File: src/rtl/vram_port_arbiter_pkg.sv
// Shared types for the video RAM port arbiter: default widths, read-return
// owner tags and the issue state encoding.
package vram_pkg;

  localparam int ADDR_W_DEF = 15;
  localparam int DATA_W_DEF = 16;

  // Who a read in flight belongs to.
  typedef enum logic [1:0] {
    OWN_NONE = 2'd0,
    OWN_VGA  = 2'd1,
    OWN_CPU  = 2'd2
  } owner_t;

  // Operation placed on the memory port.
  typedef enum logic [1:0] {
    ST_IDLE   = 2'd0,
    ST_VGA_RD = 2'd1,
    ST_CPU_RD = 2'd2,
    ST_CPU_WR = 2'd3
  } issue_t;

  // Owner tag a memory operation produces; writes return nothing.
  function automatic owner_t owner_of(input issue_t st);
    owner_t own;
    case (st)
      ST_VGA_RD: own = OWN_VGA;
      ST_CPU_RD: own = OWN_CPU;
      default:   own = OWN_NONE;
    endcase
    return own;
  endfunction

endpackage

File: src/rtl/vram_port_arbiter_rd_tag_pipe.sv
// Owner tag shift register. A tag enters together with the grant decision and
// emerges DEPTH cycles later, in the cycle the matching word sits on mem_rdata.
module vram_rd_tag_pipe
  import vram_pkg::*;
#(
  parameter int DEPTH = 1
) (
  input  logic       clk,
  input  logic       reset,
  input  logic [1:0] i_tag,
  output logic [1:0] o_tag
);

  logic [1:0] r_stage [DEPTH];

  // Shift owner tags toward the output; reset discards everything in flight.
  always_ff @(posedge clk or posedge reset) begin
    if (reset) begin
      for (int k = 0; k < DEPTH; k++) begin
        r_stage[k] <= OWN_NONE;
      end
    end else begin
      r_stage[0] <= i_tag;
      for (int k = 1; k < DEPTH; k++) begin
        r_stage[k] <= r_stage[k-1];
      end
    end
  end

  assign o_tag = r_stage[DEPTH-1];

endmodule

File: src/rtl/vram_port_arbiter.sv
// Single-port video RAM arbiter between the VGA fetch path and the CPU window.
// The grant is decided combinationally each cycle (vga_gnt reflects it) and
// registered onto mem_*. The memory presents read data RD_LAT-1 cycles after
// the cycle mem_en is high; the word is registered here, so vga_valid/cpu_ack
// land RD_LAT cycles after mem_en.
module vram_port_arbiter
  import vram_pkg::*;
#(
  parameter int ADDR_W     = ADDR_W_DEF,
  parameter int DATA_W     = DATA_W_DEF,
  parameter int RD_LAT     = 1,
  parameter int STARVE_MAX = 8
) (
  input  logic              clk,
  input  logic              reset,
  input  logic              vga_req,
  input  logic [ADDR_W-1:0] vga_addr,
  output logic              vga_gnt,
  output logic [DATA_W-1:0] vga_data,
  output logic              vga_valid,
  input  logic              cpu_req,
  input  logic              cpu_we,
  input  logic [ADDR_W-1:0] cpu_addr,
  input  logic [DATA_W-1:0] cpu_wdata,
  output logic              cpu_ready,
  output logic              cpu_ack,
  output logic [DATA_W-1:0] cpu_rdata,
  output logic              mem_en,
  output logic              mem_we,
  output logic [ADDR_W-1:0] mem_addr,
  output logic [DATA_W-1:0] mem_wdata,
  input  logic [DATA_W-1:0] mem_rdata,
  output logic              starve_flag
);

  localparam logic [3:0] STARVE_LIM = 4'(STARVE_MAX);

  // CPU holding register
  logic              r_pending;
  logic              r_p_we;
  logic [ADDR_W-1:0] r_p_addr;
  logic [DATA_W-1:0] r_p_wdata;
  logic [3:0]        r_starve_cnt;
  logic              r_starve_flag;

  // Memory port and return path
  issue_t            r_state;
  logic              r_mem_en;
  logic              r_mem_we;
  logic [ADDR_W-1:0] r_mem_addr;
  logic [DATA_W-1:0] r_mem_wdata;
  logic [DATA_W-1:0] r_vga_data;
  logic              r_vga_valid;
  logic [DATA_W-1:0] r_cpu_rdata;
  logic              r_cpu_ack;

  issue_t            w_next_state;
  logic              w_override;
  logic              w_cpu_issue;
  logic              w_vga_issue;
  logic              w_accept;
  logic [3:0]        w_starve_nxt;
  logic [1:0]        w_tag_in;
  logic [1:0]        w_tag_out;

  // Grant decision: starvation override, then display fetch, then CPU.
  always_comb begin
    w_next_state = ST_IDLE;
    w_override   = 1'b0;
    if (r_pending && (r_starve_cnt == STARVE_LIM)) begin
      w_override   = 1'b1;
      w_next_state = r_p_we ? ST_CPU_WR : ST_CPU_RD;
    end else if (vga_req) begin
      w_next_state = ST_VGA_RD;
    end else if (r_pending) begin
      w_next_state = r_p_we ? ST_CPU_WR : ST_CPU_RD;
    end else begin
      w_next_state = ST_IDLE;
    end
  end

  assign w_cpu_issue = (w_next_state == ST_CPU_RD) || (w_next_state == ST_CPU_WR);
  assign w_vga_issue = (w_next_state == ST_VGA_RD);
  assign w_accept    = cpu_req && !r_pending;
  assign w_tag_in    = owner_of(w_next_state);

  // Count consecutive cycles a pending CPU op loses to the display fetch.
  always_comb begin
    w_starve_nxt = r_starve_cnt;
    if (!r_pending || w_cpu_issue) begin
      w_starve_nxt = 4'd0;
    end else if (w_vga_issue) begin
      w_starve_nxt = (r_starve_cnt == STARVE_LIM) ? STARVE_LIM : r_starve_cnt + 4'd1;
    end else begin
      w_starve_nxt = r_starve_cnt;
    end
  end

  // CPU holding register: accept when empty, empty again once issued.
  always_ff @(posedge clk or posedge reset) begin
    if (reset) begin
      r_pending     <= 1'b0;
      r_p_we        <= 1'b0;
      r_p_addr      <= {ADDR_W{1'b0}};
      r_p_wdata     <= {DATA_W{1'b0}};
      r_starve_cnt  <= 4'd0;
      r_starve_flag <= 1'b0;
    end else begin
      r_starve_cnt <= w_starve_nxt;
      if (w_override) begin
        r_starve_flag <= 1'b1;
      end else begin
        r_starve_flag <= r_starve_flag;
      end
      if (w_cpu_issue) begin
        r_pending <= 1'b0;
      end else if (w_accept) begin
        r_pending <= 1'b1;
        r_p_we    <= cpu_we;
        r_p_addr  <= cpu_addr;
        r_p_wdata <= cpu_wdata;
      end else begin
        r_pending <= r_pending;
      end
    end
  end

  // Register the chosen operation onto the memory port.
  always_ff @(posedge clk or posedge reset) begin
    if (reset) begin
      r_state     <= ST_IDLE;
      r_mem_en    <= 1'b0;
      r_mem_we    <= 1'b0;
      r_mem_addr  <= {ADDR_W{1'b0}};
      r_mem_wdata <= {DATA_W{1'b0}};
    end else begin
      r_state  <= w_next_state;
      r_mem_en <= (w_next_state != ST_IDLE);
      r_mem_we <= (w_next_state == ST_CPU_WR);
      case (w_next_state)
        ST_VGA_RD: begin
          r_mem_addr  <= vga_addr;
          r_mem_wdata <= {DATA_W{1'b0}};
        end
        ST_CPU_RD: begin
          r_mem_addr  <= r_p_addr;
          r_mem_wdata <= {DATA_W{1'b0}};
        end
        ST_CPU_WR: begin
          r_mem_addr  <= r_p_addr;
          r_mem_wdata <= r_p_wdata;
        end
        default: begin
          r_mem_addr  <= {ADDR_W{1'b0}};
          r_mem_wdata <= {DATA_W{1'b0}};
        end
      endcase
    end
  end

  vram_rd_tag_pipe #(
    .DEPTH (RD_LAT)
  ) u_tag_pipe (
    .clk   (clk),
    .reset (reset),
    .i_tag (w_tag_in),
    .o_tag (w_tag_out)
  );

  // Route returning read data to its owner; writes ack the cycle after issue.
  always_ff @(posedge clk or posedge reset) begin
    if (reset) begin
      r_vga_data  <= {DATA_W{1'b0}};
      r_vga_valid <= 1'b0;
      r_cpu_rdata <= {DATA_W{1'b0}};
      r_cpu_ack   <= 1'b0;
    end else begin
      r_vga_valid <= (w_tag_out == OWN_VGA);
      r_cpu_ack   <= (w_tag_out == OWN_CPU) || (r_state == ST_CPU_WR);
      if (w_tag_out == OWN_VGA) begin
        r_vga_data <= mem_rdata;
      end else begin
        r_vga_data <= r_vga_data;
      end
      if (w_tag_out == OWN_CPU) begin
        r_cpu_rdata <= mem_rdata;
      end else begin
        r_cpu_rdata <= r_cpu_rdata;
      end
    end
  end

  assign vga_gnt     = w_vga_issue;
  assign cpu_ready   = !r_pending;
  assign vga_data    = r_vga_data;
  assign vga_valid   = r_vga_valid;
  assign cpu_rdata   = r_cpu_rdata;
  assign cpu_ack     = r_cpu_ack;
  assign mem_en      = r_mem_en;
  assign mem_we      = r_mem_we;
  assign mem_addr    = r_mem_addr;
  assign mem_wdata   = r_mem_wdata;
  assign starve_flag = r_starve_flag;

endmodule
File: config.mk
export PLATFORM = sky130hd
export DESIGN_NAME = vram_port_arbiter
export DESIGN_NICKNAME = d
export VERILOG_FILES = /design/src/rtl/vram_port_arbiter_pkg.sv /design/src/rtl/vram_port_arbiter_rd_tag_pipe.sv /design/src/rtl/vram_port_arbiter.sv
export SDC_FILE = /design/constraint.sdc
export NUM_CORES = 1
export LEC_CHECK = 0
export BUFFER_PORTS_ARGS = -buffer_cell sky130_fd_sc_hd__buf_2
export CORE_MARGIN = 10
export CORE_UTILIZATION = 50
export CTS_CLUSTER_DIAMETER = 100
export DETAILED_ROUTE_END_ITERATION = 16
export PLACE_DENSITY = 0.8
export SLEW_MARGIN = 20
export SYNTH_ARGS = -nofsm -noshare
export SYNTH_HDL_FRONTEND = slang
export SYNTH_SLANG_ARGS = --single-unit
File: constraint.sdc
create_clock -name clk -period 4.4 [get_ports clk]
set_input_delay 0.44 -clock clk [delete_from_list [all_inputs] [get_ports clk]]
set_output_delay 0.44 -clock clk [all_outputs]
set_load 0.03 [all_outputs]
# Yosys cells after proc, flatten, opt, wreduce, memory -nomap -nowiden
# Index checks and enable logic that the tools add are counted.
[word_totals]
regBits = 109
word_cells = 49
in_bits = 67
[op_classes]
reduce_logical = 11
mux = 13
bitwise_logic = 1
eq_ne = 7
add_sub_neg = 1
[ops]
columns = ["operator", "count"]
rows = [
  ["one-hot mux 15 bit (2 select lines)", 1],
  ["two-way mux 16 bit", 1],
  ["two-way mux 4 bit", 3],
  ["== test 2 bit (second input constant)", 4],
  ["two-way mux 2 bit", 3],
  ["nonzero test 2 bit", 3],
  ["adder 4 x 1 -> 4 bit (second input constant)", 1],
  ["== test 2 x 1 -> 1 bit (second input constant)", 2],
  ["== test 4 bit (second input constant)", 1],
  ["two-way mux 1 bit", 4],
  ["one-hot mux 2 bit (2 select lines)", 1],
  ["logical OR 1 bit", 3],
  ["logical AND 1 bit", 2],
  ["AND reduction 2 bit", 1],
  ["OR reduction 2 bit", 1],
  ["logical NOT 1 bit", 1],
  ["NOT 1 bit", 1],
]

# Depth between registers and ports, before layout
[logic_depth]
depth_word = 8
mapped_depth = 7

# By module
# From an unflattened synthesis, not the netlist that was laid out.
[hier_totals]
hier_cells = 250
area_unflattened_um2 = 3947.5
[by_module_without_submodules]
columns = ["mod", "cells_per_inst", "area_per_inst_um2", "n_inst", "seq_area_each_um2"]
rows = [
  ["vram_port_arbiter", 247, 3893.7, 1, 2677.6],
  ["vram_rd_tag_pipe", 3, 53.8, 1, 50.0],
]

# Worst setup path before layout
# No wires, ideal clock.
[synth_path]
path_type = "register -> output"
startpoint = "register r_starve_cnt[0]"
endpoint = "output vga_gnt"
path_slack_ns = 2.860
n_path_buf = 1
arrival_ns = 1.100
stages_incl_launch_ff = 7
t_required_ns = 3.960
cell_sequence = "dfrtp_1 inv_1 ha_1 nand4b_4 nand2_2 inv_2 buf_6"
[synth_between]
elab_chain_len = 4
[synth_rtl]
columns = ["item", "line", "source"]
rows = [
  ["start, declared", "vram_port_arbiter.sv:43", "logic [3:0] r_starve_cnt;"],
  ["start signal, assigned", "vram_port_arbiter.sv:109", "r_starve_cnt <= w_starve_nxt;"],
  ["== test 4 bit", "vram_port_arbiter.sv:70", "if (r_pending && (r_starve_cnt == STARVE_LIM)) begin"],
  ["logical AND 1 bit", "vram_port_arbiter.sv:70", ""],
  ["two-way mux 2 bit", "vram_port_arbiter.sv:70", ""],
  ["== test 2 x 1 -> 1 bit", "vram_port_arbiter.sv:83", "assign w_vga_issue = (w_next_state == ST_VGA_RD);"],
  ["end, declared", "vram_port_arbiter.sv:18", "output logic vga_gnt,"],
]
# Every way passes these cells.

# Final worst setup path
# Ends and elaborated chain as after synthesis.

==> results.md <==
* DR vias/cell at 4.91
* Clk pin slew, worst setup/hold paths at ~0.10 ns
* Final Max Tran Viols at 0
* Layout cell share with drive strength beyond 1 at 0.557
* Via count at roughly 2.4k
* Post-synthesis cell type count at 27
* Post-Route WL at about 8.9 mm
* Clock skew at around 0.011 ns
* Gpl congestion at 0.774
* Commonest non-fill, non-tap cell in the layout: buf_2
* DRT Pass-1 Iters at 4
* Vias in the first global route at 2793
* ANT nets after route at 0
* Placed Cells at 479
* Final Hold Viols at 0
* CTS tree: built
* Port bufs at 136
* Total CTS buffers at 9
* Crit-path max FO at 16
* Area Overhead vs Synth at 23.3%
* Worst Tran Pin Value at 0.867 ns
* H-Tree Depth at 3
* Worst hold path type: in2async
* RSZ-0062 raised after global routing: false
* Ant diodes at 0
* # IOs at 137
* Global route total overflow at 0
* Post-route insts no fill at 495
* Post-CTS sizing at 0
* Post-route DRC violation count at 0
* Largest net degree at the start of global routing at 75
* Cells after synthesis at between 200 and 250
* Pwr Density at 501 mW/mm^2
* Crit share post-route at 0.507
* Core ar. at 0.00785 sq mm
* Fill cells at 631
* Synthesized flop and latch total at between 100 and 150
* Starting Density at 0.522
* # Post-CTS Setup Buffers at 0
* Die ar. at 0.0122 sq mm
* Final worst path period need at 2.23 ns
* Syn Nets at 318
* Most frequent cells in the layout: 136 x buf_2, 109 x dfrtp_1, 29 x mux2_4
* Arr. time, crit path at 1.79 ns
* Crit path required time at 3.96 ns
* DP HPWL at 6.66 mm
* Row count at 32
* Synth warnings at 0
* Hold bufs inserted after CTS at 0
* Max_cap viols at 0
* Antenna violations before repair at 1
* Die height at 111 microns
* Netlist Area Pre-Place at between 0.004 and 0.005 sq mm
* Fin Setup TNS at 0 ns
* Max VDD drop at approximately 0.00025 V
* Power Total at between 2000 and 3000 uW
* First-pass GRT wire length at approximately 15 mm
* Count of final setup violators at 0
* Clock sinks at around 110
* Syn_area_per_cell at 16.5 sq um
* Clock Latency Late Sink at approximately 0.36 ns
* Critical Path End Type: output pin
* Gr usage total at 0.147
* Drt wl/cell at about 18 microns
* Critical path class: reg2out
* # nets final at 457
* Slew HR at 0.422
* Die Wd at 111 microns
* Clock Path Buffers at 2
* CTS Root Cell: clkbuf_8
* P_leak at about 0.0026 uW
* Status: completed
* Critical Path Source Type: flip-flop
* DR iter-0 viols at 103
* Peak Freq at between 0.4 and 0.5 GHz
* Register area share after synthesis at 0.666
[metal layers]
layer	wire, microns	GRT usage	vias to the layer above
met4	100	0.0518	2
met3	942	0.0740	11
li1	-	-	1122
met5	13	0	-
met2	4000	0.221	102
met1	3850	0.179	1193
[state kept, by name (all words and copies together), names as in the netlist, 4 cells and up]
name and flops:
r_p_wdata 16, cpu_rdata 16, r_p_addr 15, mem_addr 15, r_starve_cnt 4, vga_data 16, mem_wdata 16
[where the power goes]
group          total, uW  leakage [uW]  switching, uW  internal [uW]
clock network        603     0.0000995            322            280
logic                663       0.00118            394            269
registers           1270       0.00134           86.4           1180
total               2530       0.00262            803           1730
[Yosys cell counts]
cell,instances,share of area
a21o_1,1,0.0018
a21oi_2,1,0.0021
a22o_1,15,0.032
and2_1,16,0.024
and3_1,1,0.0015
buf_2,5,0.0061
buf_4,1,0.0018
buf_6,5,0.014
dfrtp_1,109,0.67
ha_1,2,0.0061
inv_1,8,0.0073
inv_2,1,0.00092
mux2_1,7,0.019
mux2_2,28,0.077
mux2_4,29,0.11
nand2_1,3,0.0027
nand2_2,1,0.0015
nand2b_1,2,0.0031
nand3_1,2,0.0024
nand3b_1,1,0.0018
nand4b_4,1,0.0058
nor2_1,4,0.0037
nor2b_1,2,0.0031
o21ai_4,1,0.0040
or2_2,1,0.0015
xnor2_1,1,0.0021
xor2_1,1,0.0021
[per-stage QoR]
| step | instance area, sq um | setup WS (ns) | hold slack [ns] | util |
|---|---|---|---|---|
| global placement | 4850 | 2.59 | 0.432 | 0.618 |
| detailed placement | 4850 | 2.54 | 0.437 | 0.618 |
| CTS | 5050 | 2.13 | 0.284 | 0.644 |
| global route | 5050 | 2.05 | 0.281 | 0.644 |
| finish | 5050 | 2.17 | 0.258 | 0.644 |
| floorplan | 4100 | 1.09 | 0.426 | - |
[critical path, cell delays in order (launching register included)]
cell and delay, ns:
dfrtp_1 0.40, inv_1 0.06, ha_1 0.24, nand4b_4 0.14, nand2_2 0.09, inv_2 0.24
buf_2 0.26
[final timing paths]
kind                                  from            end  slack [ns]  cells past startpoint
max                        r_starve_cnt[0]        vga_gnt        2.17                      6
min                                  reset   cpu_rdata[4]        0.26                      2
max reg2reg                r_starve_cnt[0]  mem_wdata[11]        2.71                      5
min reg2reg                     r_state[1]        cpu_ack        0.46                      1
min in group clk               vga_addr[5]    mem_addr[5]        0.30                      2
max in group asynchronous            reset   r_p_addr[14]        3.18                      3
[final cells by class]
| type | instances | area, sq um | share of cell area |
|---|---|---|---|
| Tap cell | 102 | 128 | 0.0253 |
| Timing Repair Buffer | 139 | 703 | 0.139 |
| Clock buffer | 11 | 141 | 0.0280 |
| Inverter | 9 | 36.3 | 0.00718 |
| Multi-Input combinational cell | 120 | 1250 | 0.248 |
| Clock inverter | 5 | 60.1 | 0.0119 |
| Sequential cell | 109 | 2730 | 0.540 |
[kinds of logic (layout without fill, tap and decap cells)]
family	after synthesis	after routing	synth area share
xor gates and xnor gates	2	2	0.00428
DFF	109	109	0.666
AOI/OAI and AO/OA	18	18	0.0400
adders and majority gates	2	2	0.00611
and+or+nand+nor	34	34	0.0516
buffers and inverters	20	164	0.0299
muxes	64	64	0.202
Note: power is estimated with default switching activity, not from simulation.
